**config.mk**
```make
export PLATFORM = sky130hd
export DESIGN_NAME = regfile_op_sequencer
export DESIGN_NICKNAME = d
export VERILOG_FILES = /design/src/rtl/regfile_op_sequencer.sv
export SDC_FILE = /design/constraint.sdc
export NUM_CORES = 1
export LEC_CHECK = 0
export CAP_MARGIN = 25
export CORE_MARGIN = 2
export CORE_UTILIZATION = 35
export CTS_BUF_LIST = sky130_fd_sc_hd__clkbuf_8
export CTS_CLUSTER_SIZE = 30
export DETAILED_ROUTE_END_ITERATION = 6
export HOLD_SLACK_MARGIN = 0.02
export PLACE_DENSITY = 0.66
export SETUP_SLACK_MARGIN = 0.5
export SLEW_MARGIN = 20
export SYNTH_ARGS = -nofsm -noshare
export SYNTH_HDL_FRONTEND = slang
export SYNTH_SLANG_ARGS = --single-unit
export TNS_END_PERCENT = 1
```
**constraint.sdc**
```tcl
create_clock -name clk -period 3.16 [get_ports clk]
set_input_delay 0.632 -clock clk [delete_from_list [all_inputs] [get_ports clk]]
set_output_delay 0.632 -clock clk [all_outputs]
set_load 0.01 [all_outputs]
```
**src/rtl/regfile_op_sequencer.sv**
```systemverilog
// Queues register-file operations and issues them one at a time to regfile.
// It holds the indices stable while the result streams back and retires each op on its last beat.
module regfile_op_sequencer #(
  parameter int FIFO_DEPTH     = 4,
  parameter int TIMEOUT_CYCLES = 1024,
  parameter int CNT_W          = 16,
  parameter int NREG           = 16,
  localparam int IW            = $clog2(NREG)
) (
  input  logic             clk,
  input  logic             reset,
  input  logic             instr_valid,
  output logic             instr_ready,
  input  logic [IW-1:0]    instr_src0,
  input  logic [IW-1:0]    instr_src1,
  input  logic [IW-1:0]    instr_dst,
  input  logic             instr_use_src1,
  input  logic             register_file_ready,
  output logic             start_operation,
  output logic [IW-1:0]    source0_register_index,
  output logic [IW-1:0]    source1_register_index,
  output logic [IW-1:0]    destination_register_index,
  output logic             use_source1,
  input  logic             destination_valid,
  input  logic             destination_last,
  output logic             retire_valid,
  output logic [IW-1:0]    retire_dst,
  output logic [CNT_W-1:0] retire_count,
  output logic             busy,
  output logic             error,
  input  logic             clear_error
);

  localparam int AW   = $clog2(FIFO_DEPTH);
  localparam int WD_W = $clog2(TIMEOUT_CYCLES + 1);

  typedef enum logic [1:0] {ST_IDLE, ST_START, ST_RUN, ST_ERROR} state_t;

  typedef struct packed {
    logic [IW-1:0] src0;
    logic [IW-1:0] src1;
    logic [IW-1:0] dst;
    logic          use_src1;
  } op_t;

  state_t            state, state_next;
  op_t               fifo_mem [FIFO_DEPTH];
  op_t               issue_q;
  logic [AW:0]       wr_ptr, rd_ptr;
  logic              empty, full, push, pop, complete, timeout;
  logic [WD_W-1:0]   wd_q;
  logic              retire_valid_q;
  logic [CNT_W-1:0]  retire_count_q;

  // Pointers carry one extra wrap bit so full and empty are distinguishable.
  assign empty    = (wr_ptr == rd_ptr);
  assign full     = (wr_ptr[AW] != rd_ptr[AW]) && (wr_ptr[AW-1:0] == rd_ptr[AW-1:0]);
  assign push     = instr_valid && instr_ready;
  assign pop      = (state == ST_IDLE) && !empty && register_file_ready;
  assign complete = ((state == ST_START) || (state == ST_RUN)) &&
                    destination_valid && destination_last;
  assign timeout  = (state == ST_RUN) && !destination_valid &&
                    (wd_q == WD_W'(TIMEOUT_CYCLES - 1));

  // NOTE: queue storage has no reset; only the pointers decide which entries are valid.
  always_ff @(posedge clk) begin
    if (push) begin
      fifo_mem[wr_ptr[AW-1:0]] <= '{src0: instr_src0, src1: instr_src1,
                                    dst: instr_dst, use_src1: instr_use_src1};
    end
  end

  // NOTE: every clocked process uses non-blocking assignments so all state updates see pre-edge values.
  always_ff @(posedge clk or posedge reset) begin
    if (reset) begin
      wr_ptr  <= '0;
      rd_ptr  <= '0;
      issue_q <= '0;
    end else begin
      if (push) wr_ptr <= wr_ptr + (AW+1)'(1);
      if (pop) begin
        rd_ptr  <= rd_ptr + (AW+1)'(1);
        issue_q <= fifo_mem[rd_ptr[AW-1:0]];
      end
    end
  end

  always_ff @(posedge clk or posedge reset) begin
    if (reset) begin
      wd_q           <= '0;
      retire_valid_q <= 1'b0;
      retire_count_q <= '0;
    end else begin
      if (pop || (((state == ST_START) || (state == ST_RUN)) && destination_valid)) begin
        wd_q <= '0;
      end else if (state == ST_RUN) begin
        wd_q <= wd_q + WD_W'(1);
      end
      retire_valid_q <= complete;
      if (complete) retire_count_q <= retire_count_q + CNT_W'(1);
    end
  end

  always_ff @(posedge clk or posedge reset) begin
    if (reset) state <= ST_IDLE;
    else       state <= state_next;
  end

  // NOTE: state_next gets a default before the case so no path leaves it unassigned (no latch).
  always_comb begin
    state_next = state;
    case (state)
      ST_IDLE:  if (pop) state_next = ST_START;
      ST_START: state_next = complete ? ST_IDLE : ST_RUN;
      ST_RUN: begin
        if (complete)     state_next = ST_IDLE;
        else if (timeout) state_next = ST_ERROR;
      end
      ST_ERROR: if (clear_error) state_next = ST_IDLE;
      default:  state_next = ST_IDLE;
    endcase
  end

  always_comb begin
    start_operation = 1'b0;
    error           = 1'b0;
    instr_ready     = !full;
    busy            = !empty;
    case (state)
      ST_START: begin
        start_operation = 1'b1;
        busy            = 1'b1;
      end
      ST_RUN:   busy = 1'b1;
      ST_ERROR: begin
        error       = 1'b1;
        instr_ready = 1'b0;
        busy        = 1'b1;
      end
      default: ;
    endcase
  end

  // The issue register only changes at a pop, which is never earlier than the retire cycle ends.
  assign source0_register_index     = issue_q.src0;
  assign source1_register_index     = issue_q.src1;
  assign destination_register_index = issue_q.dst;
  assign use_source1                = issue_q.use_src1;
  assign retire_valid               = retire_valid_q;
  assign retire_dst                 = issue_q.dst;
  assign retire_count               = retire_count_q;

endmodule

```
==> impl_metrics.env <==
export IMPL_grt_max_degree=50
export IMPL_max_freq_mhz=401.0
export IMPL_leakagePower_nw=2.039
export IMPL_syn_area_sq_um=4288
export IMPL_pin_count=58
export IMPL_synth_top_cell_area_share_pct=36.42
export IMPL_multi_input_area_sq_um=1385
export IMPL_wirelength_um=7721
export IMPL_stdcell_area_sq_um=5218
export IMPL_seq_area_sq_um=2788
export IMPL_grt_pass1_vias=2571
export IMPL_syn_area_per_cell_sq_um=15.42
export IMPL_die_w_um=114.7
export IMPL_whs_endpoint="retire_count[15]$_DFFE_PP0P_"
export IMPL_grt_pass1_wl_um=12720
export IMPL_avgViaCountPerCell=4.864
export IMPL_gp_congestion=0.7282
export IMPL_grt_overflow=0
export IMPL_num_rows=40
export IMPL_r2r_slack_ns=0.85
export IMPL_cp_slowest_cell="clkdlybuf4s50_1"
export IMPL_cts_tree="yes"
export IMPL_die_area_sq_um=13150
export IMPL_crit_buf_inv=1
export IMPL_cts_inserted_buffers=9
export IMPL_critPathLaunchType="register"
export IMPL_final_common_cell="clkdlybuf4s50_1"
export IMPL_yosys_cell_types_count=34
export IMPL_syn_nets=310
export IMPL_final_cells=492
export IMPL_fin_worst_skew_ns=0.008306
export IMPL_cts_hold_buf=0
export IMPL_crit_path_end_kind="output port"
export IMPL_yosysSeqAreaShare_pct=65.01
export IMPL_fp_coreArea_sq_um=11960
export IMPL_hold_depth=1
export IMPL_min_delay_start="retire_count[15]$_DFFE_PP0P_"
export IMPL_final_nets=372
export IMPL_track_usage_pct=12.75
export IMPL_fp_dieH_um=114.7
export IMPL_portBuffers=57
export IMPL_rsz0062_at_grt="false"
export IMPL_netlist_instances=278
export IMPL_dp_cells=476
export IMPL_r2r_end="wd_q[0]$_DFFE_PP0P_"
export IMPL_setup_viol=0
export IMPL_hold_slack_ns=0.4654
export IMPL_syn2layout_area_growth_pct=21.68
export IMPL_synth_top_area_cell="edfxtp_1"
export IMPL_rr_startpoint="wr_ptr[0]$_DFFE_PP0P_"
export IMPL_num_antenna_cells=0
export IMPL_required_ns=2.53
export IMPL_layout_common_cells="clkdlybuf4s50_1, edfxtp_1, dfrtp_1"
export IMPL_critPathTopFamily="buffers and inverters"
export IMPL_initial_core_util_pct=35.85
export IMPL_post_route_min_period_ns=2.494
export IMPL_ir_drop_mv=0.5241
export IMPL_drive_above_1_share_pct=16.81
export IMPL_worstPathArrival_ns=1.86
export IMPL_slew_headroom_pct=34.96
export IMPL_fin_tns_setup_ns=0
export IMPL_outcome="finished, final reports clean"
export IMPL_routed_via_count=2393
export IMPL_hold_class="reg -> reg"
export IMPL_wl_per_cell_um=15.69
export IMPL_cts_sinks=101
export IMPL_post_route_period_util_pct=78.93
export IMPL_cts_buffer_depth=2
export IMPL_path_clk_slew_ns=0.09
export IMPL_ys_seq_elements=101
export IMPL_critPathKind="reg -> out"
export IMPL_ys_warn_count=0
export IMPL_max_cap_violations=0
export IMPL_h_tree_depth=3
export IMPL_postRouteAntennaNets=0
export IMPL_nFillCells=1097
export IMPL_drt_iter0_markers=99
export IMPL_worstRegToRegCells=4
export IMPL_grt_antenna_before_repair=0
export IMPL_worst_slew_pin_slew_ns=0.9733
export IMPL_post_route_drc_count=0
export IMPL_ys_top_cells_by_area="edfxtp_1, dfrtp_1, mux4_2, xor2_1, mux2_2"
export IMPL_slew_violations=0
export IMPL_insertion_delay_ns=0.37
export IMPL_placed_area_sq_um=5026
export IMPL_cts_root_buf="clkbuf_8"
export IMPL_power_density_nw_per_um2=829.5
export IMPL_hold_viol=0
export IMPL_crit_fanout=5
export IMPL_dp_hpwl_um=5021
export IMPL_crit_chain="xor2_2 > nor3_1 > nand2_1 > clkdlybuf4s50_1"
export IMPL_first_pass_iters=4
export IMPL_critPathMaxStageDelay_ns=0.53
where the power goes:
group,internal [mW],switching (mW),total [mW]
logic,0.857,0.784,1.64
registers,1.73,0.193,1.92
clock network,0.315,0.451,0.766
total,2.90,1.43,4.33
worst max-delay path by stage:
stage	to	slack, ns	cells after the start	from
final	busy	0.67	4	rd_ptr[2]$_DFFE_PP0P_
after detailed placement	retire_count[15]$_DFFE_PP0P_	0.76	6	destination_valid
after floorplan	fifo_mem[3][0]$_DFFE_PP_	1.25	4	rd_ptr[1]$_DFFE_PP0P_
after global placement	retire_count[11]$_DFFE_PP0P_	0.76	6	destination_valid
after CTS	busy	0.58	4	wr_ptr[1]$_DFFE_PP0P_
after global routing	busy	0.52	4	rd_ptr[2]$_DFFE_PP0P_
what timing repair did:
action	4_1_cts	5_1_grt
resized for setup	0	1
endpoints found under the setup margin	0	1
setup buffers	0	0
cell type report:
class / instances / share of cell area, %
sequential: 101 / 53.43
multi-input combinational: 153 / 26.55
timing repair buffer: 64 / 12.18
tap: 147 / 3.525
clock buffer: 10 / 2.638
clock inverter: 6 / 0.8873
inverter: 11 / 0.7914
registers in the layout, summed over array words and instances, names as in the netlist:
| signal | flops |
|---|---|
| retire_count | 16 |
| retire_valid | 1 |
| rd_ptr | 3 |
| source1_register_index | 4 |
| use_source1 | 1 |
| wr_ptr | 3 |
| state | 2 |
| fifo_mem | 52 |
| source0_register_index | 4 |
| destination_register_index | 4 |
| wd_q | 11 |
routing by layer:
metal	track usage, %	wire (um)	up-vias
li1	-	-	1111
met1	15.72	3490	1211
met2	21.66	3795	66
met3	4.553	380	5
met4	2.683	55	0
met5	0	0	-
cell usage after synthesis:
| library cell | count |
|---|---|
| and2_1 | 8 |
| nand4_1 | 8 |
| buf_6 | 1 |
| xor2_1 | 19 |
| a311oi_2 | 1 |
| buf_2 | 2 |
| buf_4 | 6 |
| or2_2 | 1 |
| and3_1 | 2 |
| nor2_1 | 20 |
| dfrtp_1 | 49 |
| a2bb2oi_1 | 1 |
| mux4_2 | 13 |
| nand2_1 | 12 |
| xnor2_1 | 13 |
| nor2b_1 | 1 |
| a31oi_1 | 1 |
| a221oi_2 | 1 |
| mux2_2 | 14 |
| a21oi_1 | 1 |
| o31ai_2 | 1 |
| edfxtp_1 | 52 |
| mux2_1 | 1 |
| clkbuf_1 | 4 |
| mux2i_1 | 1 |
| nor3b_1 | 1 |
| and4_1 | 3 |
| o21ai_0 | 1 |
| xor2_2 | 2 |
| ha_1 | 12 |
| nand3_1 | 7 |
| o311ai_4 | 1 |
| inv_1 | 11 |
| nor3_1 | 7 |
cell families (layout without fill, tap and decap cells):
logic type,Yosys count,count (layout),synth area share (%)
AO/OA/AOI/OAI,8,8,2.188
XOR/XNOR,34,34,7.295
adder cells (fa/ha/maj),12,12,3.502
buffers and inverters,24,91,2.859
flip-flops,101,101,65.01
multiplexers,29,29,11.00
AND/OR/NAND/NOR,70,70,8.141
stage by stage:
step / power (mW) / utilization (%) / setup WS [ns]
2_1_floorplan: 2.997 / - / 1.246
3_3_place_gp: 3.562 / 42.02 / 0.7558
3_5_place_dp: 3.606 / 42.02 / 0.7554
4_1_cts: 4.391 / 43.56 / 0.5835
5_1_grt: 4.612 / 43.62 / 0.5159
6_report: 4.328 / 43.62 / 0.6660
Power figures use the tool's default switching activity.
